$ cat config.mk
export PLATFORM = sky130hd
export DESIGN_NAME = pcie_tl_switch_param
export DESIGN_NICKNAME = d
export VERILOG_FILES = /design/src/rtl/pcie_tl_switch_param.sv
export SDC_FILE = /design/constraint.sdc
export NUM_CORES = 1
export LEC_CHECK = 0
export CORE_ASPECT_RATIO = 1.2
export CORE_UTILIZATION = 50
export CTS_CLUSTER_SIZE = 10
export DETAILED_ROUTE_END_ITERATION = 8
export GPL_ROUTABILITY_DRIVEN = 0
export GPL_TIMING_DRIVEN = 1
export PLACE_DENSITY = 0.67
export SYNTH_ARGS = -nofsm -noshare
export SYNTH_HDL_FRONTEND = slang
export SYNTH_SLANG_ARGS = --single-unit
$ cat constraint.sdc
create_clock -name clk -period 8.09 [get_ports clk]
set_clock_uncertainty 0.2 [all_clocks]
set_input_delay 1.618 -clock clk [delete_from_list [all_inputs] [get_ports clk]]
set_output_delay 1.618 -clock clk [all_outputs]
set_load 0.03 [all_outputs]
$ cat src/rtl/pcie_tl_switch_param.sv
// Parametrised transaction-layer switch: NCH input FIFOs routed to NCH output FIFOs
// by the destination field of each word, with round-robin arbitration and threshold backpressure.
module pcie_tl_switch_param #(
  parameter  int NCH   = 4,
  parameter  int DW    = 10,
  parameter  int DEPTH = 8,
  parameter  int CW    = 5,
  localparam int DSTW  = $clog2(NCH),
  localparam int AW    = $clog2(DEPTH),
  localparam int CNTW  = AW + 1
) (
  input  logic              clk,
  input  logic              reset,
  input  logic              init,
  input  logic [CNTW-1:0]   umbral_bajo,
  input  logic [CNTW-1:0]   umbral_alto,
  input  logic [NCH-1:0]    push_in,
  input  logic [NCH*DW-1:0] data_in,
  input  logic [NCH-1:0]    pop_out,
  output logic [NCH*DW-1:0] data_out,
  output logic [NCH-1:0]    valid_out,
  output logic [NCH-1:0]    almost_full_in,
  output logic [NCH-1:0]    almost_empty_out,
  output logic [NCH-1:0]    empty_out,
  input  logic              req,
  input  logic [DSTW-1:0]   idx,
  output logic [CW-1:0]     contador,
  output logic              valid,
  output logic [2:0]        state,
  output logic [NCH-1:0]    error
);

  typedef enum logic [2:0] {
    ST_RESET  = 3'd0,
    ST_INIT   = 3'd1,
    ST_IDLE   = 3'd2,
    ST_ACTIVE = 3'd3,
    ST_ERROR  = 3'd4
  } state_t;

  localparam logic [CNTW-1:0] FULL = CNTW'(DEPTH);

  state_t          st, st_nxt;
  logic [DW-1:0]   in_mem  [NCH][DEPTH];
  logic [DW-1:0]   out_mem [NCH][DEPTH];
  logic [AW-1:0]   in_rd [NCH], in_wr [NCH], out_rd [NCH], out_wr [NCH];
  logic [CNTW-1:0] in_cnt [NCH], out_cnt [NCH];
  logic [CW-1:0]   dlv_cnt [NCH];
  logic [CNTW-1:0] thr_lo, thr_hi;
  logic [DSTW-1:0] rr;
  logic [DSTW-1:0] head_dst [NCH];
  logic [NCH-1:0]  cand, in_push, in_pop, out_push, out_pop, ovf;
  logic [NCH-1:0]  in_busy, out_busy;
  logic            gnt_vld;
  logic [DSTW-1:0] gnt_idx, gnt_dst;
  logic [DW-1:0]   gnt_word;
  logic            traffic;

  assign state   = st;
  assign traffic = (st == ST_INIT) || (st == ST_IDLE) || (st == ST_ACTIVE);

  for (genvar g = 0; g < NCH; g++) begin : g_ch
    assign head_dst[g] = in_mem[g][in_rd[g]][DW-1 -: DSTW];
    assign in_busy[g]  = (in_cnt[g] != '0);
    assign out_busy[g] = (out_cnt[g] != '0);
    assign cand[g]     = (st == ST_ACTIVE) && in_busy[g] &&
                         (out_cnt[head_dst[g]] < thr_hi) && (out_cnt[head_dst[g]] != FULL);
    // A full input still accepts a push when the arbiter drains it on the same edge.
    assign in_pop[g]   = gnt_vld && (gnt_idx == DSTW'(g));
    assign in_push[g]  = traffic && push_in[g] && ((in_cnt[g] != FULL) || in_pop[g]);
    assign ovf[g]      = traffic && push_in[g] && (in_cnt[g] == FULL) && !in_pop[g];
    assign out_push[g] = gnt_vld && (gnt_dst == DSTW'(g));
    assign out_pop[g]  = (st != ST_RESET) && pop_out[g] && out_busy[g];
    // Thresholds read as zero until INIT latches them; keep the flag quiet in RESET.
    assign almost_full_in[g]   = (st != ST_RESET) && (in_cnt[g] >= thr_hi);
    assign almost_empty_out[g] = (out_cnt[g] <= thr_lo);
    assign empty_out[g]        = !out_busy[g];
  end

  // NOTE: every variable written here gets a default first, so no path can infer a latch.
  always_comb begin
    gnt_vld = 1'b0;
    gnt_idx = '0;
    for (int k = 0; k < NCH; k++) begin
      if (!gnt_vld && cand[rr + DSTW'(k)]) begin
        gnt_vld = 1'b1;
        gnt_idx = rr + DSTW'(k);
      end
    end
  end

  assign gnt_dst  = head_dst[gnt_idx];
  assign gnt_word = in_mem[gnt_idx][in_rd[gnt_idx]];

  always_comb begin
    st_nxt = st;
    case (st)
      ST_RESET:  st_nxt = ST_INIT;
      ST_INIT:   st_nxt = init ? ST_INIT : ST_IDLE;
      ST_IDLE:   if (init) st_nxt = ST_INIT;
                 else if (|in_busy) st_nxt = ST_ACTIVE;
      ST_ACTIVE: if (init) st_nxt = ST_INIT;
                 else if (!(|in_busy) && !(|out_busy)) st_nxt = ST_IDLE;
      ST_ERROR:  st_nxt = ST_ERROR;
      default:   st_nxt = ST_RESET;
    endcase
    if (|ovf) st_nxt = ST_ERROR;
  end

  // NOTE: sequential state uses non-blocking assignments so all registers sample
  // pre-edge values; blocking here would make results depend on statement order.
  always_ff @(posedge clk or negedge reset) begin
    if (!reset) begin
      st       <= ST_RESET;
      thr_lo   <= '0;
      thr_hi   <= '0;
      rr       <= '0;
      error    <= '0;
      contador <= '0;
      valid    <= 1'b0;
    end else begin
      st    <= st_nxt;
      error <= error | ovf;
      if (st == ST_INIT) begin
        thr_lo <= umbral_bajo;
        thr_hi <= umbral_alto;
      end
      if (gnt_vld) rr <= gnt_idx + DSTW'(1);
      valid <= (st == ST_IDLE) && req;
      if ((st == ST_IDLE) && req) contador <= dlv_cnt[idx];
    end
  end

  always_ff @(posedge clk or negedge reset) begin
    if (!reset) begin
      for (int i = 0; i < NCH; i++) begin
        in_rd[i]   <= '0;
        in_wr[i]   <= '0;
        in_cnt[i]  <= '0;
        out_rd[i]  <= '0;
        out_wr[i]  <= '0;
        out_cnt[i] <= '0;
        dlv_cnt[i] <= '0;
      end
      data_out  <= '0;
      valid_out <= '0;
    end else begin
      for (int i = 0; i < NCH; i++) begin
        if (in_push[i])  in_wr[i]  <= in_wr[i] + AW'(1);
        if (in_pop[i])   in_rd[i]  <= in_rd[i] + AW'(1);
        if (out_push[i]) out_wr[i] <= out_wr[i] + AW'(1);
        if (out_pop[i])  out_rd[i] <= out_rd[i] + AW'(1);
        in_cnt[i]  <= in_cnt[i] + CNTW'(in_push[i]) - CNTW'(in_pop[i]);
        out_cnt[i] <= out_cnt[i] + CNTW'(out_push[i]) - CNTW'(out_pop[i]);
        valid_out[i] <= out_pop[i];
        if (out_pop[i]) data_out[i*DW +: DW] <= out_mem[i][out_rd[i]];
        if (st == ST_INIT)   dlv_cnt[i] <= '0;
        else if (out_pop[i]) dlv_cnt[i] <= dlv_cnt[i] + CW'(1);
      end
    end
  end

  // NOTE: FIFO storage is not reset; the counts decide what is valid, so stale
  // entries are never observed and the arrays stay plain memory.
  always_ff @(posedge clk) begin
    for (int i = 0; i < NCH; i++) begin
      if (in_push[i])  in_mem[i][in_wr[i]]   <= data_in[i*DW +: DW];
      if (out_push[i]) out_mem[i][out_wr[i]] <= gnt_word;
    end
  end

endmodule

Word-level counts from Yosys, hierarchy flattened. Memories as Yosys holds them, arrays and structs flattened. Index checks and enable logic that the tools add are counted.

Register bits after elaboration: 167. Memory bits (writable): 640. Input bits: 62. Output and inout port bits: 69. Memories kept: 2.

Memory list: in_mem (depth 4, width 80, read ports 5, clocked after Yosys merged registers in 0, write ports 4, RTL line 44) `logic [DW-1:0] in_mem [NCH][DEPTH];`; out_mem (depth 4, width 80, read ports 4, clocked after Yosys merged registers in 0, write ports 1, RTL line 45) `logic [DW-1:0] out_mem [NCH][DEPTH];`.

$add $sub $neg: 40. Order comparisons: 47. Equality and inequality tests: 24. Mux-type cells: 120. Bitwise operators: 24. Reductions and logical operators: 103.

Operators with widths (number): 80-bit two-way mux (14); 10-bit binary-select mux with 3-bit select (9); 10-bit two-way mux (26); 10-bit demux with 3-bit select (8); 80-bit OR reduction (3); 4-bit >= comparator, second input constant (17); 3-bit inverter with 4-bit output (17); 1-bit logical AND (61); 5-bit two-way mux (10); 3-bit by 1-bit adder with 3-bit output, second input constant (16); 4-bit by 1-bit adder with 4-bit output (8); 4-bit binary-select mux with 2-bit select (4); 4-bit by 1-bit < comparator with 1-bit output, second input constant (8); 4-bit two-way mux (8); 4-bit inequality test, second input constant (8); 4-bit nonzero test (8); 4-bit by 1-bit subtractor with 4-bit output (8); 3-bit two-way mux (7); 5-bit by 1-bit adder with 5-bit output, second input constant (4); 2-bit two-way mux (10); 3-bit >= comparator, second input constant (6); 2-bit inverter with 3-bit output (6); 4-bit equality test, second input constant (4); 4-bit >= comparator (4); other kinds (26) (84).

Depth between registers and ports, before layout. Gate-level depths: netlist of the first run.

Depth in word-level cells: 35. Mapped depth: 28. Depth with buffers taken out: 24.

Worst setup path before layout of the first run. Ideal clock, no wire load.

Kind: register to register. Start point: reg in_rd[3] in the netlist's numbering. End point: mem out_mem[0][17] in the netlist's numbering, data pin. Library setup time: 0.540 ns. Arrival time: 6.199 ns. Required time: 7.350 ns. Slack: 1.151 ns. Cell stages (with the launch flop): 22. Cells stage by stage: dfrtp_1 > buf_6 > mux4_2 > mux2i_4 > clkbuf_1 > nor2_1 > a21oi_1 > a21oi_1 > ha_1 > a21oi_1 > nand3_1 > a2111o_1 > a32oi_1 > nand2_1 > nor3b_1 > nor3_4 > buf_2 > a22oi_1 > buf_4 > mux2i_1 > o2bb2ai_1 > nor4_1.

Cells in the longest elaborated chain, start to end: 34. Elaborated cells on any way between the ends: 59. Those cells by class: 1 x order compare; 3 x eq/ne; 38 x mux; 4 x bitwise; 12 x reduce/logical; 1 x memory.

Ends and longest elaborated chain: start, declared (RTL line 46) `logic [AW-1:0] in_rd [NCH], in_wr [NCH], out_rd [NCH], out_wr [NCH];`; start signal, assigned by index (RTL line 150) `if (in_pop[i]) in_rd[i] <= in_rd[i] + AW'(1);`; 3-bit inverter with 4-bit output (implied by the code) (RTL line 63) `assign head_dst[g] = in_mem[g][in_rd[g]][DW-1 -: DSTW];`; 10-bit binary-select mux with 3-bit select (RTL line 63); 10-bit two-way mux (implied by the code) (2 in series) (RTL line 63); 2-bit inverter with 3-bit output (implied by the code) (RTL line 67) `(out_cnt[head_dst[g]] < thr_hi) && (out_cnt[head_dst[g]] != FULL);`; 4-bit binary-select mux with 2-bit select (RTL line 67); 4-bit two-way mux (implied by the code) (2 in series) (RTL line 67); 4-bit < comparator (RTL line 67); 1-bit logical AND (RTL line 66) `assign cand[g] = (st == ST_ACTIVE) && in_busy[g] &&`; [14 not listed]; 3-bit binary-select mux with 2-bit select (RTL line 93) `assign gnt_word = in_mem[gnt_idx][in_rd[gnt_idx]];`; 3-bit two-way mux (implied by the code) (2 in series) (RTL line 93); 3-bit inverter with 4-bit output (implied by the code) (RTL line 93); 10-bit binary-select mux with 3-bit select (*) (RTL line 93); 10-bit two-way mux (implied by the code) (*) (2 in series) (RTL line 93); net gnt_word[7] (RTL line 56) `logic [DW-1:0] gnt_word;`; 80-bit two-way mux (no source line) (2 in series); 80-bit two-way mux (no source line) (*); end, declared (RTL line 45).

Mark *: on every way through the listed nets, which the timed path passes. The rest lies on a longest branch. The select of a mux whose other input is x is not followed.

==> impl_metrics.env, run 1 <==
export IMPL_status="completed"
export IMPL_rsz0062_at_grt="false"
export IMPL_synth_edf_count=640
export IMPL_dp_slack_ns=1.16
export IMPL_seq_area_um2=23400
export IMPL_setup_ws_ns=1.12
export IMPL_cap_violations=0
export IMPL_grt_max_degree=107
export IMPL_synth_simple_gate_area_frac=0.0625
export IMPL_synthArstFlopShare=0.207
export IMPL_core_area_um2=68600
export IMPL_synth_top_family_by_area="multiplexers"
export IMPL_cts_tree="done"
export IMPL_grt_use_met1=0.283
export IMPL_grt_overflow_total=0
export IMPL_yosysWarnings=0
export IMPL_fp_dieH_um=291
export IMPL_synth_seq_cells=807
export IMPL_die_w_um=243
export IMPL_grt_pass1_wl_um=122000
export IMPL_multiInputGateArea_um2=10700
export IMPL_critPathMaxFanout=66
export IMPL_row_count=105
export IMPL_h_tree_depth=3
export IMPL_initial_core_util=0.508
export IMPL_nets=2593
export IMPL_fmax_ghz=0.144
export IMPL_antenna_found_initial=2
export IMPL_muxShareOfSynthArea=0.120
export IMPL_nFillCells=5256
export IMPL_avgSynthCellArea_um2=15.7
export IMPL_cts_buffers=91
export IMPL_finalNonFillerCells=3396
export IMPL_hpwl_um=52500
export IMPL_wl_per_cell_um=23.2
export IMPL_track_usage=0.228
export IMPL_synthCells=2211
export IMPL_drt_wl_total_um=78900
export IMPL_grt_util_met3=0.0315
export IMPL_cts_setup_buffers=0
export IMPL_vias=19400
export IMPL_port_buffers=130
export IMPL_synthAdderAreaFrac=0.0449
export IMPL_startpoint_type="register"
export IMPL_ys_types=88
export IMPL_maxSlewHeadroom=0.217
export IMPL_cts_sinks=807
export IMPL_hold_worst_slack_ns=0.261
export IMPL_worst_setup_path_end_kind="register"
export IMPL_drc=0
export IMPL_avgViaCountPerCell=5.72
export IMPL_synth_compound_area_frac=0.0615
export IMPL_tightest_slew_ns=1.17
export IMPL_dp_cells=3227
export IMPL_ant_nets=0
export IMPL_finalCriticalPeriod_ns=6.97
export IMPL_post_route_period_util=0.861
export IMPL_syn_nets=2393
export IMPL_busiest_layer="met2"
export IMPL_drive_gt1_frac=0.142
export IMPL_cp_required_ns=8.12
export IMPL_hold_viol=0
export IMPL_cts_hold_buf=0
export IMPL_worstPathArrival_ns=7.00
export IMPL_setup_violations_final=0
export IMPL_worstSkewPairLatency_ns=0.64
export IMPL_syn_to_final_growth_pct=15.2
export IMPL_io_pins=131
export IMPL_clockBufferDepth=3
export IMPL_synth_main_ff_cell="edfxtp_1"
export IMPL_ys_seq_area_frac=0.672
export IMPL_drtIter0Drc=1395
export IMPL_crit_type="register to register"
export IMPL_syn_area_um2=34800
export IMPL_clk_pin_slew_worst_paths_ns=0.05
export IMPL_final_max_slew_viol_count=0
export IMPL_cts_root_buffer="clkbuf_16"
export IMPL_hold_class="register to register"
export IMPL_die_area_um2=70700
export IMPL_first_pass_iters=5
export IMPL_globalRouteMet2Util=0.405
export IMPL_synth_xor_area_frac=0.0158
export IMPL_grt_pass1_vias=20200
export IMPL_post_cts_resize_count=0
export IMPL_fin_setup_tns_ns=0
-- cells in the mapped netlist, types with 6 or more instances --
cell,n,area (um2)
edfxtp_1,640,19200
dfrtp_1,167,4180
mux2i_1,147,1470
nand2_1,139,522
ha_1,112,1400
a21oi_1,102,510
a211oi_1,96,721
mux4_2,96,2160
inv_1,83,312
nor2_1,70,263
nor2b_1,64,400
clkbuf_1,60,225
o21ai_0,57,285
xnor2_1,34,298
mux2_2,32,360
nor3_1,32,160
nor3b_1,31,233
xor2_1,29,254
a21o_1,18,135
buf_1,18,67.6
nand3_1,18,90.1
nand2b_1,16,100
nand4_1,12,75.1
buf_2,11,55.1
a31oi_1,9,56.3
fa_1,8,160
buf_6,7,78.8
nor4_1,6,37.5
-- kinds of logic (layout without fill, tap and decap cells) --
family                     after synthesis  count (layout)
adders and majority gates              120             120
DFF                                    807             807
xor gates and xnor gates                63              63
and+or+nand+nor                        420             420
buffers and inverters                  190             464
other                                    0               2
AOI/OAI and AO/OA                      325             325
muxes                                  286             286
-- cell type report --
| type | count | share of cell area |
|---|---|---|
| repair buffers | 207 | 0.0470 |
| clock buffers | 161 | 0.0638 |
| flip-flops and latches | 807 | 0.584 |
| multi-input cells | 1214 | 0.266 |
| inverters | 90 | 0.00849 |
| diodes | 2 | 0.000125 |
| well taps | 909 | 0.0284 |
| clock inverters | 6 | 0.00303 |
-- state kept, by name, indices dropped and copies added (netlist names) --
name,cells
in_cnt,16
valid_out,4
thr_lo,4
out_cnt,16
contador,5
in_mem,320
data_out,40
in_wr,12
out_mem,320
rr,2
state,3
thr_hi,4
valid,1
out_rd,12
out_wr,12
error,4
in_rd,12
dlv_cnt,20
-- worst paths after layout --
kind                       startpoint             to  slack [ns]  depth (start not counted)
max                          in_rd[3]  in_mem[2][15]        1.12                         20
min                          error[3]       error[3]        0.26                          1
max reg2reg                  in_rd[3]  in_mem[2][15]        1.12                         20
min reg2reg                  error[3]       error[3]        0.26                          1
max in group asynchronous       reset       in_rd[3]        5.25                          2
min in group asynchronous       reset    contador[3]        0.91                          1
-- worst max-delay path: stages (launching register included) --
cell and delay, ns:
dfrtp_2 0.55, mux4_2 0.58, mux2i_4 0.44, nor2_1 0.07, a211oi_1 0.19, a21oi_1 0.07, ha_1 0.33, a21oi_1 0.21
nand3_1 0.11, a2111o_1 0.36, a32oi_1 0.28, nand2_1 0.14, nor3b_1 0.38, nor3_4 0.10, buf_4 0.33, inv_2 0.18
ha_1 0.16, nand2_1 0.10, a31oi_1 0.59, nand2b_1 0.23, nor2_1 0.92
-- routing by layer --
layer	up-vias	wire length, um	share of wire
li1	8856	-	-
met1	9862	31700	0.40
met2	558	41200	0.52
met3	150	3490	0.044
met4	0	2420	0.031
met5	-	0	0
-- layout by cell type, fill, tap and decap left out, types with 12 or more instances in the layout --
cell	count
mux4_2	96
dfrtp_1	163
nor2_1	70
edfxtp_1	640
clkbuf_1	68
o21ai_0	57
a21oi_1	102
clkbuf_16	91
nor2b_1	64
nand2b_1	16
ha_1	112
nand2_1	139
clkdlybuf4s50_1	129
nor3b_1	30
mux2_2	32
mux2i_1	147
xor2_1	29
inv_1	83
a211oi_1	96
nor3_1	32
nand3_1	18
xnor2_1	34
a21o_1	18
buf_4	77
nand4_1	12
-- through the flow --
step,utilization,cell area (um2)
after floorplan,-,34800
after global placement,0.546,37400
after detailed placement,0.546,37400
after CTS,0.585,40100
after global routing,0.585,40100
final,0.585,40100
Power of run 1 is left out: the tool's default activity adds up to more than one toggle a clock period on the data nets, which glitch-free logic cannot reach.
==> inputs of run 2 (changes only) <==
- CTS_BUF_LIST: default -> sky130_fd_sc_hd__clkbuf_4 sky130_fd_sc_hd__clkbuf_8 sky130_fd_sc_hd__clkbuf_16
- CTS_CLUSTER_DIAMETER: default -> 120
==> run 2 against run 1 <==
Against the previous run: utilization grew 0.37 points; first-iteration DRC count is 1.1% lower; worst hold slack barely moved; critical path type unchanged; die area is the same.
==> impl_metrics.env, run 2 (synthesis gave the netlist of run 1 again) <==
export IMPL_drc=0
export IMPL_port_buffers=130
export IMPL_rsz0062_at_grt="false"
export IMPL_timing_critical_path_mode_cell="nand2_1"
export IMPL_r2r_start="in_rd[3]"
export IMPL_fp_dieH_um=291
export IMPL_core_area_um2=68600
export IMPL_crit_end="in_mem[2][2]"
export IMPL_multiInputGateArea_um2=10700
export IMPL_post_route_period_util=0.857
export IMPL_cts_root_buffer="clkbuf_16"
export IMPL_drt_wl_total_um=78800
export IMPL_nets=2592
export IMPL_crit_path_start="in_rd[3]"
export IMPL_hpwl_um=52500
export IMPL_seq_area_um2=23400
export IMPL_worstPathArrival_ns=6.97
export IMPL_grt_pass1_wl_um=122000
export IMPL_io_pins=131
export IMPL_first_pass_iters=5
export IMPL_antennaDiodeCount=0
export IMPL_status="completed"
export IMPL_antenna_found_initial=2
export IMPL_r2r_setup_slack_ns=1.16
export IMPL_setup_violations_final=0
export IMPL_cts_sinks=807
export IMPL_tightest_slew_ns=1.15
export IMPL_cts_setup_buffers=0
export IMPL_final_common_cell="edfxtp_1"
export IMPL_ant_nets=0
export IMPL_fin_setup_tns_ns=0
export IMPL_h_tree_depth=3
export IMPL_post_cts_resize_count=0
export IMPL_grt_pass1_vias=20200
export IMPL_critPathMaxFanout=66
export IMPL_avgViaCountPerCell=5.72
export IMPL_hold_class="register to register"
export IMPL_cts_tree="done"
export IMPL_track_usage=0.228
export IMPL_cap_violations=0
export IMPL_syn_to_final_growth_pct=15.9
export IMPL_row_count=105
export IMPL_clk_pin_slew_worst_paths_ns=0.05
export IMPL_initial_core_util=0.508
export IMPL_worst_setup_path_end_kind="register"
export IMPL_drtIter0Drc=1380
export IMPL_grt_max_degree=107
export IMPL_grt_overflow_total=0
export IMPL_hold_viol=0
export IMPL_die_w_um=243
export IMPL_finalCriticalPeriod_ns=6.93
export IMPL_nFillCells=5226
export IMPL_final_cell_mix="edfxtp_1, dfrtp_1, mux2i_1"
export IMPL_vias=19400
export IMPL_wl_per_cell_um=23.2
export IMPL_maxSlewHeadroom=0.228
export IMPL_cts_hold_buf=0
export IMPL_drive_gt1_frac=0.169
export IMPL_final_max_slew_viol_count=0
export IMPL_clockBufferDepth=3
export IMPL_die_area_um2=70700
export IMPL_cts_buffers=90
export IMPL_fmax_ghz=0.144
export IMPL_worstSkewPairLatency_ns=0.66
export IMPL_cp_cell_sequence="mux4_2, mux2i_4, nor2_1, a211oi_1, a21oi_1, ha_1, a21oi_1, nand3_1, a2111o_1, a32oi_1, nand2_1, nor3b_1, nor3_4, buf_4, inv_2, ha_1, nand2_1, a31oi_1, nand2_1, nor2_1"
export IMPL_reg2reg_depth=20
export IMPL_r2r_end="in_mem[2][2]"
export IMPL_critPathMaxStageDelay_ns=0.92
export IMPL_cp_required_ns=8.13
export IMPL_crit_type="register to register"
export IMPL_startpoint_type="register"
export IMPL_critPathSlowestCell="nor2_1"
run 2: cell types whose count changed in the layout (fill, tap and decap cells not counted), sizes merged:
cell	before	now
clkinv	8	9
diode	2	0
clkbuf	162	160
run 2: per-stage QoR:
step | utilization | hold slack (ns) | cells | instance area [um2] | setup slack (ns)
2_1_floorplan | - | 0.257 | 2211 | 34800 | 1.15
3_3_place_gp | 0.546 | 0.250 | 3227 | 37400 | 1.34
3_5_place_dp | 0.546 | 0.252 | 3227 | 37400 | 1.16
4_1_cts | 0.589 | 0.266 | 3393 | 40400 | 1.13
5_1_grt | 0.589 | 0.287 | 3393 | 40400 | 0.665
6_report | 0.589 | 0.261 | 3393 | 40400 | 1.16
run 2: worst min path at each step:
stage               cells after the start         end  slack [ns]       start
finish                                  1    error[3]        0.26    error[3]
global route                            1    error[2]        0.29    error[2]
CTS                                     1    error[3]        0.27    error[3]
detailed placement                      1    error[3]        0.25    error[3]
global placement                        1    error[0]        0.25    error[0]
floorplan                               1  out_wr[11]        0.26  out_wr[11]
run 2: layout make-up:
cell class                 count  share of cell area
sequential                   807               0.580
multi-input combinational   1214               0.264
clock buffer                 159              0.0691
timing repair buffer         207              0.0467
tap                          909              0.0282
inverter                      90             0.00843
clock inverter                 7             0.00381
run 2: routing by layer:
metal	track usage	vias up	wire, um
met3	0.0301	150	3220
met1	0.286	9880	32100
met4	0.0822	0	2490
li1	-	8842	-
met5	0	-	0
met2	0.405	524	41000
run 2: worst max-delay path, delay by kind of cell, from the launching register on:
kind,cells,cell delay [ns]
and+or+nand+nor,8,2.05
AOI/OAI and AO/OA,6,1.68
muxes,2,1.00
DFF,1,0.55
buffers and inverters,2,0.51
adders and majority gates,2,0.49
Power of run 2 is left out for the same reason.
==> RTL edit 1: new RTL, settings of run 2 <==
`DW`: 10 -> 5.
--- a/src/rtl/pcie_tl_switch_param.sv
+++ b/src/rtl/pcie_tl_switch_param.sv
@@ -2,7 +2,7 @@
 // by the destination field of each word, with round-robin arbitration and threshold backpressure.
 module pcie_tl_switch_param #(
   parameter  int NCH   = 4,
-  parameter  int DW    = 10,
+  parameter  int DW    = 5,
   parameter  int DEPTH = 8,
   parameter  int CW    = 5,
   localparam int DSTW  = $clog2(NCH),
Ports: changed (resized data_in and data_out); port bits go from 131 to 91. The function was not compared with the original's and may differ.
==> RTL edit 1 against run 2 <==
  * Critical path depth fell by 1
  * Synthesized area decreased by 38%
  * Synthesized cell count is 33% lower
  * Sequential cell count down 340
  * Die area decreased by 38%
  * Core utilization shrank 0.92 points
  * Setup slack worse by 0.070 ns
  * Largest cell class unchanged
  * Design area decreased by 39%
  * Routed wire length fell by 43%
Power is left out: the tool's default activity adds up to more than one toggle a clock period on the data nets, which glitch-free logic cannot reach.
==> RTL edit 1: results (changes against run 2) <==
- Status: complete, no violations
- Worst hold slack: 0.271 ns (+0.0104 ns)
- Top cells by count, synth: 320 x edfxtp_1, 147 x dfrtp_1, 112 x ha_1
- Post-synthesis sequential area ratio: 61.4% (-5.8 points)
- Cell variety after synth: 74 (-16%)
- Nets: 1758 (-32%)
- Final Cell Area: 24800 µm² (-39%)
- Multi-Input Combinational: 878 (-28%)
- Setup slack, reg-to-reg: 1.09 ns (-0.07 ns)
- Vias/cell: 5.61 (-1.8%)
- Pre-CTS setup slack: 1.08 ns (-0.0857 ns)
- Bufs w/o clock: 110 (-47%)
- Post-synth EDFFs: 320 (-50%)
- Buffering overhead: 4.25% (-0.42 points)
- Clock Buffer Count: 90 (-43%)
- Antenna violations before repair: 1 (-1)
- Number of global-route vias before repair: 12507 (-38%)
- Slew @ Worst Pin: 1.21 ns (+0.0608 ns)
- Cell count after synthesis: 1492 (-33%)
- Worst Path Arrival: 7.26 ns (+0.29 ns)
- Hold Path Origin: error[0]
- Syn nets: 1654 (-31%)
- Top post-synthesis cells by area: edfxtp_1 44%, dfrtp_1 17%, ha_1 6.5%, mux4_2 6.1%, mux2i_1 4.0%
- H-tree levels: 2 (-1)
- Filler cell count: 3358 (-36%)
- Worst Setup EP: out_cnt[2]
- Dpl cells: 2094 (-35%)
- Non-clk invs: 87 (-3.3%)
- Vias: 12280 (-37%)
- Placed Instance Area: 23100 µm² (-38%)
==> RTL edit 1: changes by cell type in the layout (fill, tap and decap cells not counted), moves of 39 or more <==
| cell | run 2 | this run |
|---|---|---|
| clkbuf_16 | 91 | 52 |
| a211oi_1 | 96 | 27 |
| edfxtp_1 | 640 | 320 |
| buf_4 | 77 | 20 |
| a21oi_1 | 102 | 56 |
| nor2b_1 | 64 | 16 |
| clkdlybuf4s50_1 | 129 | 89 |
| mux2i_1 | 147 | 86 |
==> RTL edit 1: per-layer routing <==
metal  vias up  GRT usage [%]  part of all wire [%]  wire, µm
met1      6120           26.1                    41     18600
met4         2           9.25                   3.8      1700
li1       5795              -                     -         -
met5         -              0                 0.024        11
met2       259           37.0                    51     23200
met3       104           3.17                   3.6      1610
==> RTL edit 1: cells by family after synthesis <==
group | share of synthesized area, %
AND/OR/NAND/NOR | 7.83
buffers and inverters | 2.78
flip-flops | 61.4
XOR/XNOR | 2.59
AO/OA/AOI/OAI | 5.87
adder cells (fa/ha/maj) | 7.21
multiplexers | 12.4
==> RTL edit 2: new RTL, settings of run 2 <==
Made on the original files. Register the output `error` once more, with the module's reset; this adds one clock of latency there. The other outputs are not delayed to match.
--- a/src/rtl/pcie_tl_switch_param.sv
+++ b/src/rtl/pcie_tl_switch_param.sv
@@ -39,6 +39,8 @@
   } state_t;
 
   localparam logic [CNTW-1:0] FULL = CNTW'(DEPTH);
+
+  logic [NCH-1:0] error_s0;
 
   state_t          st, st_nxt;
   logic [DW-1:0]   in_mem  [NCH][DEPTH];
@@ -115,12 +117,12 @@
       thr_lo   <= '0;
       thr_hi   <= '0;
       rr       <= '0;
-      error    <= '0;
+      error_s0 <= '0;
       contador <= '0;
       valid    <= 1'b0;
     end else begin
       st    <= st_nxt;
-      error <= error | ovf;
+      error_s0 <= error_s0 | ovf;
       if (st == ST_INIT) begin
         thr_lo <= umbral_bajo;
         thr_hi <= umbral_alto;
@@ -169,5 +171,13 @@
     end
   end
 
+  always_ff @(posedge clk or negedge reset) begin
+    if (!reset) begin
+      error <= '0;
+    end else begin
+      error <= error_s0;
+    end
+  end
+
 endmodule
 
Formal check against the unedited RTL: no difference found for any inputs over 4 cycles, from zero or initial values and one cycle with reset low; that may be too few to reach the edited logic, so the function may still have changed.
==> RTL edit 2 against run 2 <==
  * Count of clock-buffer cells in the layout shrank 1
  * Core utilization grew 0.25 points
  * Sequential cell count grew 4
  * Cell count grew 2.2%
  * Global-route usage grew 1.2 points
  * Routed wire length grew 6.4%
  * Design area grew 0.81%
  * Setup slack lost 0.12 ns
  * Synthesized area grew 0.55%
Power is left out: the tool's default activity adds up to more than one toggle a clock period on the data nets, which glitch-free logic cannot reach.
==> RTL edit 2: results (changes against run 2) <==
- Hold Path Origin: error_s0[0]
- Worst hold slack: 0.168 ns (-0.0927 ns)
- Worst Path Arrival: 7.23 ns (+0.26 ns)
- Worst r2r path cells: 19 (-5.0%)
- Cell count after synthesis: 2286 (+3.4%)
- First-pass GRT wire length: 127 mm (+4.5%)
- Post-synthesis sequential area ratio: 67.1% (-0.082 points)
- Vias/cell: 5.83 (+2.0%)
- Max-Slew Margin vs Limit: 11.8% (-11 points)
- Metal-1 WL: 32.8 mm (+2.2%)
- Status: complete, no violations
- Dpl cells: 3300 (+2.3%)
- 1st-pass router iterations: 5 (unchanged)
- Number of global-route vias before repair: 20923 (+3.3%)
- Antenna violations before repair: 0 (-2)
- Met2 wire length: 42.8 mm (+4.4%)
- Crit path max-delay cell type: a211oi_4
- Crit Path Max Fanout: 41 (-38%)
- Crit. Startpoint: in_rd[9]
- Hold Path End: error[0]
- Cell depth of the worst hold path: 0 (-1)
- Post-route non-filler standard cell count: 3466 (+2.2%)
- Setup slack, reg-to-reg: 1.04 ns (-0.12 ns)
- IO buf count: 130 (unchanged)
- Placed Instance Area: 37700 µm² (+0.86%)
- Top Layer Used: met4
- FF-to-FF End: out_mem[0][46]
- CTS buffer count: 91 (+1.1%)
- Cell variety after synth: 68 (-23%)
- Post-DP HPWL: 55.9 mm (+6.4%)
- Routed met3 length: 3.95 mm (+23%)
- Top post-synthesis cells by area: edfxtp_1 55%, dfrtp_1 12%, mux4_2 6.4%, ha_1 4.0%, mux2i_1 3.5%
- Worst stage delay on the critical path: 1.07 ns (+0.15 ns)
- Syn nets: 2468 (+3.1%)
- Drt first-iter violations: 1555 (+13%)
- Total Routing Usage GR: 24.0% (+1.2 points)
- Top cells by count, synth: 640 x edfxtp_1, 232 x nand2_1, 171 x dfrtp_1
- Maximum number of pins on one net before global-route repair: 113 (+5.6%)
- Layout cells sized above 1: 16.6% (-0.28 points)
- Ys async rst share: 21.1% (+0.39 points)
- HP Class: reg2reg
## RTL edit 2: cell count changes in the layout (fill, tap and decap cells not counted), moves of 14 or more
| cell | delta |
|---|---|
| nand3_1 | +39 |
| nand2_1 | +93 |
| a211oi_1 | -88 |
| nor2b_1 | -58 |
| a2111o_1 | +31 |
| nor3b_1 | -14 |
| and3_1 | +85 |
| mux2i_1 | -23 |
| o21ai_0 | +35 |
| a21oi_1 | -56 |
## RTL edit 2: cell families (layout without fill, tap and decap cells)
logic type	after synthesis	count (layout)	share of synthesized area [%]
buf+inv	207	477	2.36
simple gates	578	578	8.41
other cells	0	1	0
mux	252	252	11.0
fa+ha+maj	120	120	4.46
xor+xnor	60	60	1.50
flops	811	811	67.1
compound gates	258	258	5.19
## RTL edit 2: layout make-up
class | count | area (µm²)
fillers | 5299 | 28200
repair buffers | 218 | 1970
inverters | 94 | 353
well taps | 909 | 1140
clock buffers | 158 | 2800
flip-flops and latches | 811 | 23500
diodes | 1 | 2.50
multi-input cells | 1268 | 10800
clock inverters | 7 | 146
## RTL edit 2: stage by stage
step	util (%)	setup WS [ns]
global route	59.1	0.551
global placement	54.8	1.33
finish	59.1	1.04
CTS	59.1	1.08
detailed placement	54.8	1.13
floorplan	-	1.95
## RTL edit 2: critical path, delay by kind of cell (launching register included)
kind	cells	cell delay, ns
multiplexers	2	1.02
adder cells (fa/ha/maj)	1	0.23
AO/OA/AOI/OAI	6	2.39
flip-flops	1	0.57
buffers and inverters	3	1.08
AND/OR/NAND/NOR	7	1.28
## RTL edit 2: routing by layer
layer / GRT usage, % / up-vias
met2: 41.4 / 629
met5: 0 / -
met4: 12.7 / 0
met1: 29.5 / 10240
met3: 3.22 / 216
li1: - / 9118
